$ cat src/rtl/cmdin_queue_dispatcher.sv
// -----------------------------------------------------------------------------
// cmdin_queue_dispatcher
//
// Walks the CmdInQueue BRAM one subqueue at a time in round-robin order. When
// the header at a subqueue's read pointer has its valid bit (63) set, the
// command (header plus N = header[15:8] argument words) is streamed out on
// cmdin_out with tdest = accelerator id. Afterwards only the header's top byte
// is written to zero and the read pointer moves past the command. A header
// whose N cannot fit in a subqueue is dropped (header cleared, pointer + 1) and
// raises the sticky dispatch_err.
//
// Ports
//   aclk, peripheral_aresetn   clock, asynchronous active-low reset
//   cmdin_queue_en/we/addr/din BRAM port (byte address, 1-cycle read latency)
//   cmdin_queue_dout           BRAM read data
//   cmdin_out_*                AXI-Stream master (tvalid/tready/tdest/tdata/tlast)
//   dispatch_err               sticky malformed-header flag
//   dispatch_count             (CMDIN_DISPATCH_STATS_EN only) well-formed
//                              commands dispatched, wraps at 2^32
//
// Optional feature macro: CMDIN_DISPATCH_STATS_EN
// -----------------------------------------------------------------------------
module cmdin_queue_dispatcher #(
  parameter int unsigned MAX_ACCS           = 16,
  parameter int unsigned CMDIN_SUBQUEUE_LEN = 64
) (
  input  logic                        aclk,
  input  logic                        peripheral_aresetn,
  output logic                        cmdin_queue_en,
  output logic [7:0]                  cmdin_queue_we,
  output logic [31:0]                 cmdin_queue_addr,
  output logic [63:0]                 cmdin_queue_din,
  input  logic [63:0]                 cmdin_queue_dout,
  output logic                        cmdin_out_tvalid,
  input  logic                        cmdin_out_tready,
  output logic [$clog2(MAX_ACCS)-1:0] cmdin_out_tdest,
  output logic [63:0]                 cmdin_out_tdata,
  output logic                        cmdin_out_tlast,
`ifdef CMDIN_DISPATCH_STATS_EN
  output logic [31:0]                 dispatch_count,
`endif
  output logic                        dispatch_err
);

  localparam int unsigned ACC_W  = $clog2(MAX_ACCS);
  localparam int unsigned SLOT_W = $clog2(CMDIN_SUBQUEUE_LEN);

  typedef enum logic [2:0] {
    S_SCAN, S_HWAIT, S_SEND, S_RD, S_RWAIT, S_CLEAR
  } state_t;

  state_t            state, state_nxt;
  logic [ACC_W-1:0]  acc;
  logic [SLOT_W-1:0] rd_ptr [MAX_ACCS];
  logic [SLOT_W-1:0] cur_ptr;
  logic [SLOT_W-1:0] slot;
  logic [7:0]        n_args;
  logic [7:0]        k;
  logic              bad_hdr;
  logic [7:0]        hdr_n;
  logic              hdr_valid;
  logic              hdr_malformed;

  assign cur_ptr         = rd_ptr[acc];
  assign hdr_n           = cmdin_queue_dout[15:8];
  assign hdr_valid       = cmdin_queue_dout[63];
  assign hdr_malformed   = 32'(hdr_n) >= CMDIN_SUBQUEUE_LEN;
  // acc only changes on an empty check or in CLEAR, so tdest is stable
  // for the whole command.
  assign cmdin_out_tdest = acc;

  // State register
  always_ff @(posedge aclk or negedge peripheral_aresetn) begin
    if (!peripheral_aresetn) state <= S_SCAN;
    else                     state <= state_nxt;
  end

  // Next-state logic
  always_comb begin
    state_nxt = state;
    case (state)
      S_SCAN:  state_nxt = S_HWAIT;
      S_HWAIT: begin
        if (!hdr_valid)         state_nxt = S_SCAN;
        else if (hdr_malformed) state_nxt = S_CLEAR;
        else                    state_nxt = S_SEND;
      end
      S_SEND:  if (cmdin_out_tready) state_nxt = cmdin_out_tlast ? S_CLEAR : S_RD;
      S_RD:    state_nxt = S_RWAIT;
      S_RWAIT: state_nxt = S_SEND;
      S_CLEAR: state_nxt = S_SCAN;
      default: state_nxt = S_SCAN;
    endcase
  end

  // BRAM port outputs. Gating with the reset keeps the port quiet while
  // reset is held even though the reset state is SCAN.
  always_comb begin
    cmdin_queue_en   = 1'b0;
    cmdin_queue_we   = 8'h00;
    cmdin_queue_addr = 32'h0;
    cmdin_queue_din  = 64'h0;
    slot             = cur_ptr;
    // Argument slots wrap inside the subqueue through SLOT_W-bit arithmetic.
    if (state == S_RD) slot = cur_ptr + SLOT_W'(k);
    if (peripheral_aresetn &&
        (state == S_SCAN || state == S_RD || state == S_CLEAR)) begin
      cmdin_queue_en   = 1'b1;
      cmdin_queue_addr = 32'({acc, slot}) << 3;
      // Only the byte holding the valid bit is rewritten.
      if (state == S_CLEAR) cmdin_queue_we = 8'h80;
    end
  end

  // Stream, pointer and status registers
  always_ff @(posedge aclk or negedge peripheral_aresetn) begin
    if (!peripheral_aresetn) begin
      acc              <= '0;
      n_args           <= '0;
      k                <= '0;
      bad_hdr          <= 1'b0;
      cmdin_out_tvalid <= 1'b0;
      cmdin_out_tdata  <= '0;
      cmdin_out_tlast  <= 1'b0;
      dispatch_err     <= 1'b0;
      for (int unsigned i = 0; i < MAX_ACCS; i++) rd_ptr[i] <= '0;
`ifdef CMDIN_DISPATCH_STATS_EN
      dispatch_count   <= '0;
`endif
    end else begin
      case (state)
        S_HWAIT: begin
          if (!hdr_valid) begin
            acc <= acc + ACC_W'(1);
          end else if (hdr_malformed) begin
            // Treat as a one-word command so the pointer steps past it.
            dispatch_err <= 1'b1;
            bad_hdr      <= 1'b1;
            n_args       <= '0;
          end else begin
            bad_hdr          <= 1'b0;
            n_args           <= hdr_n;
            k                <= '0;
            cmdin_out_tdata  <= cmdin_queue_dout;
            cmdin_out_tlast  <= (hdr_n == 8'd0);
            cmdin_out_tvalid <= 1'b1;
          end
        end
        S_SEND: begin
          if (cmdin_out_tready) begin
            cmdin_out_tvalid <= 1'b0;
            if (!cmdin_out_tlast) k <= k + 8'd1;
          end
        end
        S_RWAIT: begin
          cmdin_out_tdata  <= cmdin_queue_dout;
          cmdin_out_tlast  <= (k == n_args);
          cmdin_out_tvalid <= 1'b1;
        end
        S_CLEAR: begin
          rd_ptr[acc] <= cur_ptr + SLOT_W'(n_args) + SLOT_W'(1);
          acc         <= acc + ACC_W'(1);
`ifdef CMDIN_DISPATCH_STATS_EN
          if (!bad_hdr) dispatch_count <= dispatch_count + 32'd1;
`endif
        end
        default: ;
      endcase
    end
  end

endmodule

$ cat config.mk
export PLATFORM = sky130hd
export DESIGN_NAME = cmdin_queue_dispatcher
export DESIGN_NICKNAME = d
export VERILOG_FILES = /design/src/rtl/cmdin_queue_dispatcher.sv
export SDC_FILE = /design/constraint.sdc
export NUM_CORES = 1
export LEC_CHECK = 0
export CORE_UTILIZATION = 51
export CTS_BUF_LIST = sky130_fd_sc_hd__clkbuf_4 sky130_fd_sc_hd__clkbuf_8
export CTS_CLUSTER_DIAMETER = 40
export DETAILED_ROUTE_END_ITERATION = 10
export GPL_TIMING_DRIVEN = 0
export PLACE_DENSITY = 0.83
export SLEW_MARGIN = 20
export SYNTH_ARGS = -nofsm -noshare
export SYNTH_HDL_FRONTEND = slang
export SYNTH_SLANG_ARGS = --single-unit
$ cat constraint.sdc
create_clock -name aclk -period 4.7 [get_ports aclk]
set_input_delay 0.94 -clock aclk [delete_from_list [all_inputs] [get_ports aclk]]
set_output_delay 0.94 -clock aclk [all_outputs]
set_load 0.1 [all_outputs]
# == Word level (Yosys, flattened, before mapping) ==
# Cells that the tools add are included.
# classes
eq_ne,11
magnitude_cmp,3
addsub,5
n_shift,0
mul,0
n_mux,34
reduce_logical,16
bitwise,1
div_mod_pow,0
# ops
operator,count
two-way mux 64 bit,2
one-hot mux 64 bit (2 select lines),1
bitwise mux 96 bit,1
two-way mux 8 bit,7
binary-select mux 6 bit (select 4 bit),1
demux 6 bit (select 4 bit),1
two-way mux 6 bit,4
one-hot mux 8 bit (2 select lines),1
one-hot mux 3 bit (5 select lines),1
two-way mux 13 bit,1
adder 6 bit,2
two-way mux 3 bit,4
"inequality test 2 bit, second input constant",5
"adder 8 x 1 -> 8 bit, second input constant",1
equality test 8 bit,1
"greater-or-equal comparator 8 x 7 -> 1 bit, second input constant",1
logical NOT 8 bit,1
one-hot mux 4 bit (2 select lines),1
"adder 6 x 1 -> 6 bit, second input constant",1
"equality test 3 x 2 -> 1 bit, second input constant",2
"equality test 3 bit, second input constant",2
two-way mux 1 bit,6
AND reduction 3 bit,2
nonzero test 2 bit,3
other kinds (15),18
# word_totals
n_memories,0
mem_bits_rw,0
reg_bits,186
out_inout_bits,176
input_bits,67
rom_bits,0
latchBits,0
wordCells,94

# == Longest topological paths before layout ==
# logic_depth
depth_word,7
depth_mapped,15
mapped_depth_nobuf,11

# == Worst setup path before layout ==
# Ideal clock, no wire load.
# synth_path
kind,register to output
start,"reg acc[0], in the netlist cmdin_out_tdest[0]"
end,out cmdin_queue_addr[7]
arrival_ns,4.870
n_path_buf,3
path_stages_with_launch,14
required_ns,3.760
path_slack_ns,-1.110
cell_sequence,dfrtp_1 buf_6 buf_12 buf_6 mux4_2 a22oi_1 nand2_1 ha_1 fa_1 a21o_1 a21oi_1 xnor2_1 mux2i_1 a21oi_1
# synth_between
elab_chain_len,7
# synth_rtl
item,line,rtl
"start, declared",53,logic [ACC_W-1:0] acc;
"start signal, assigned",134,acc <= acc + ACC_W'(1);
"start signal, assigned",162,acc <= acc + ACC_W'(1);
NOT 4 -> 5 bit (not written as such) (*),64,assign cur_ptr = rd_ptr[acc];
binary-select mux 6 bit (select 4 bit) (*),64,
two-way mux 6 bit (not written as such) (*) (2 in a row),64,
adder 6 bit,105,if (state == S_RD) slot = cur_ptr + SLOT_W'(k);
two-way mux 6 bit (*),105,
two-way mux 13 bit (*),106,if (peripheral_aresetn &&
"end, declared",31,"output logic [31:0] cmdin_queue_addr,"
# Every way passes the cells marked *; elsewhere a longest branch is shown, timed or not. The select of a mux whose other input is x is not followed.

# == Worst setup path after layout ==
# layout_path
start,"reg acc[0], in the netlist cmdin_out_tdest[0]"
end,out cmdin_queue_addr[8]
# The elaborated chain is that of the path after synthesis.

==> metrics.txt <==
Synth warnings 0; Max-Cap Viols 0; Die W 137 microns; Inst Count DP 1,291; Worst Path Required 3.76 ns; worst hold path class input port to async pin; Post-Syn Area 9270 sq um; # rows 48; Rel. slew slack 0.312; GRT overflow 0; first-pass GRT wire length 36.2 mm; DRT Pass-1 Iters 5; clock root cell clkbuf_8; Avg Synthesized Cell Area 11.3 sq um; post-detailed-route count of antenna-violating nets 0; clk slew on worst S/H paths 0.09 ns; Synth cell types 56; DR DRC count 0; crit path kind flip-flop to output port; final max-slew violation count 0; cells after synthesis 824; Fillers 1,274; Worst Path Arrival 3.74 ns; initial antenna violation count 0; PortBufs 149; CP Capture Type output port; CTS tree built; synthesis-stage register bit count 186; CTS max path bufs 2; Fmax 214 MHz; non-filler cells, final 1,341; CP max FO 4; Vias 6,938; fin crit share 0.995; die area 18,700 sq um; share of layout cells above drive strength 1 0.202; RSZ-0062 raised after global routing true; clock insertion delay at the later pin of the skew report 0.47 ns; dominant cells by area after synthesis dfrtp_1, buf_4, mux2_1; Initial Utilization 0.529; H-tree depth 4; Post-Route WL 22.7 mm; status complete, no violations; initial DRC count 622; cell taking the most area after synthesis dfrtp_1; Hold Fails Final Rpt 0; sequential area share after synthesis 0.502; clock sinks 186; routed wirelength normalized by instance count 16.9 microns; Fin Clk Skew 0.0148 ns; detailed placement HPWL 16.0 mm; vias in the first global route 6,910; CTS Buf Count 17; Post-synth EDFFs 0; fraction of registers with async set/reset 1.00; Final min period 4.68 ns; ys flop type dfrtp_1; share of the synthesized area in the top cell type 0.502; largest net degree at the start of global routing 102; Startpoint Class flip-flop; DIE HEIGHT 137 microns; Global Route Usage Sum 0.257; I/O Pins 243; GPL Wtd Cong 0.821; slew of the pin with the lowest slew margin 1.03 ns; synthesis-to-layout area growth 31.9%; core box area 17,500 sq um; nets 1,187; n_diodes 0; Setup violations, final 0; Vias/cell 5.17
final cells by class:
class                           count  area [sq um]  area share
Timing Repair Buffer              169          1770       0.145
Tap cell                          225           282      0.0230
Clock inverter                     13           166      0.0136
Multi-Input combinational cell    582          4130       0.337
Inverter                           11          41.3     0.00338
Clock buffer                       19           255      0.0209
Sequential cell                   186          4660       0.381
Buffer                            136           928      0.0759
worst max-delay path, stage by stage, from the launching register on:
cell	delay [ns]
dfrtp_2	0.44
buf_4	0.15
buf_12	0.13
buf_16	0.12
mux4_2	0.45
mux4_2	0.56
ha_4	0.31
o21ai_1	0.07
or4_1	0.40
o311a_1	0.17
xor2_2	0.17
nor2_4	0.12
buf_12	0.18
repair_timing:
action	CTS	global route
gates resized for setup	51	9
hold buffers	0	0
buffers inserted	16	0
pin swaps	6	4
cloned	2	1
endpoints found under the setup margin	6	5
endpoints found under the hold margin	0	0
cells in the mapped netlist (all sizes together), types with 5 or more instances:
| library cell | instances |
|---|---|
| a22o | 9 |
| nor2b | 7 |
| clkbuf | 29 |
| o21ai | 105 |
| mux2i | 5 |
| a21o | 6 |
| mux2 | 64 |
| nand2 | 133 |
| ha | 15 |
| xor2 | 15 |
| mux4 | 26 |
| inv | 11 |
| dfrtp | 186 |
| nor2 | 23 |
| a21oi | 12 |
| buf | 108 |
| xnor2 | 10 |
| and2 | 11 |
cells by family (layout without fill, tap and decap cells):
group | after synthesis | in the layout | synth area share
AND/OR/NAND/NOR | 205 | 205 | 0.101
flip-flops | 186 | 186 | 0.502
buffers and inverters | 148 | 348 | 0.103
AO/OA/AOI/OAI | 147 | 147 | 0.0941
multiplexers | 95 | 95 | 0.151
XOR/XNOR | 25 | 25 | 0.0244
adder cells (fa/ha/maj) | 17 | 17 | 0.0246
other | 1 | 93 | 0.000404
cells in the final DEF (no fill, tap or decap), types with 18 or more instances in the layout:
cell type / n
o21ai_1: 92
conb_1: 93
mux4_2: 19
mux2_1: 62
clkdlybuf4s50_1: 142
clkbuf_1: 28
nand2_1: 131
buf_4: 109
dfrtp_1: 184
nor2_1: 20
clkbuf_8: 18
state kept, by name, summed over array words and instances, names as in the netlist:
register	count
n_args	8
state	3
k	8
cmdin_out_tdest	4
cmdin_out_tdata	64
cmdin_out_tvalid	1
dispatch_err	1
rd_ptr	96
cmdin_out_tlast	1
metal layers:
metal  wire length, microns  global-route usage
met3                   1620              0.0533
met2                  11500               0.434
met4                    459              0.0910
met1                   9150               0.329
met5                      0                   0
path summary, 6_finish.rpt:
kind / start / end / slack, ns / depth (start not counted)
min in group aclk: dispatch_err$_DFFE_PN0P_ / dispatch_err$_DFFE_PN0P_ / 0.47 / 1
max in group asynchronous: peripheral_aresetn / rd_ptr[36]$_DFFE_PN0P_ / 3.29 / 2
hold / removal: peripheral_aresetn / cmdin_out_tdata[30]$_DFFE_PN0P_ / 0.45 / 1
setup / recovery: cmdin_out_tdest[0]$_DFFE_PN0P_ / cmdin_queue_addr[8] / 0.02 / 12
setup reg to reg: cmdin_out_tdest[0]$_DFFE_PN0P_ / rd_ptr[46]$_DFFE_PN0P_ / 0.84 / 15
hold reg to reg: dispatch_err$_DFFE_PN0P_ / dispatch_err$_DFFE_PN0P_ / 0.47 / 1
stage by stage:
step | util | cell area, sq um | worst slack, ns | hold slack [ns] | TNS (ns)
finish | 0.697 | 12200 | 0.0235 | 0.452 | 0
global route | 0.697 | 12200 | -0.0965 | 0.494 | -0.0965
CTS | 0.694 | 12200 | -0.0242 | 0.479 | -0.0242
detailed placement | 0.653 | 11500 | -0.862 | 0.458 | -3.10
global placement | 0.651 | 11400 | -6.06 | 0.457 | -1003.79
floorplan | - | 9650 | 0.0218 | 0.446 | 0
Power is not shown: default switching activity piles up to over one toggle a cycle in this logic, so the estimate is an artifact.
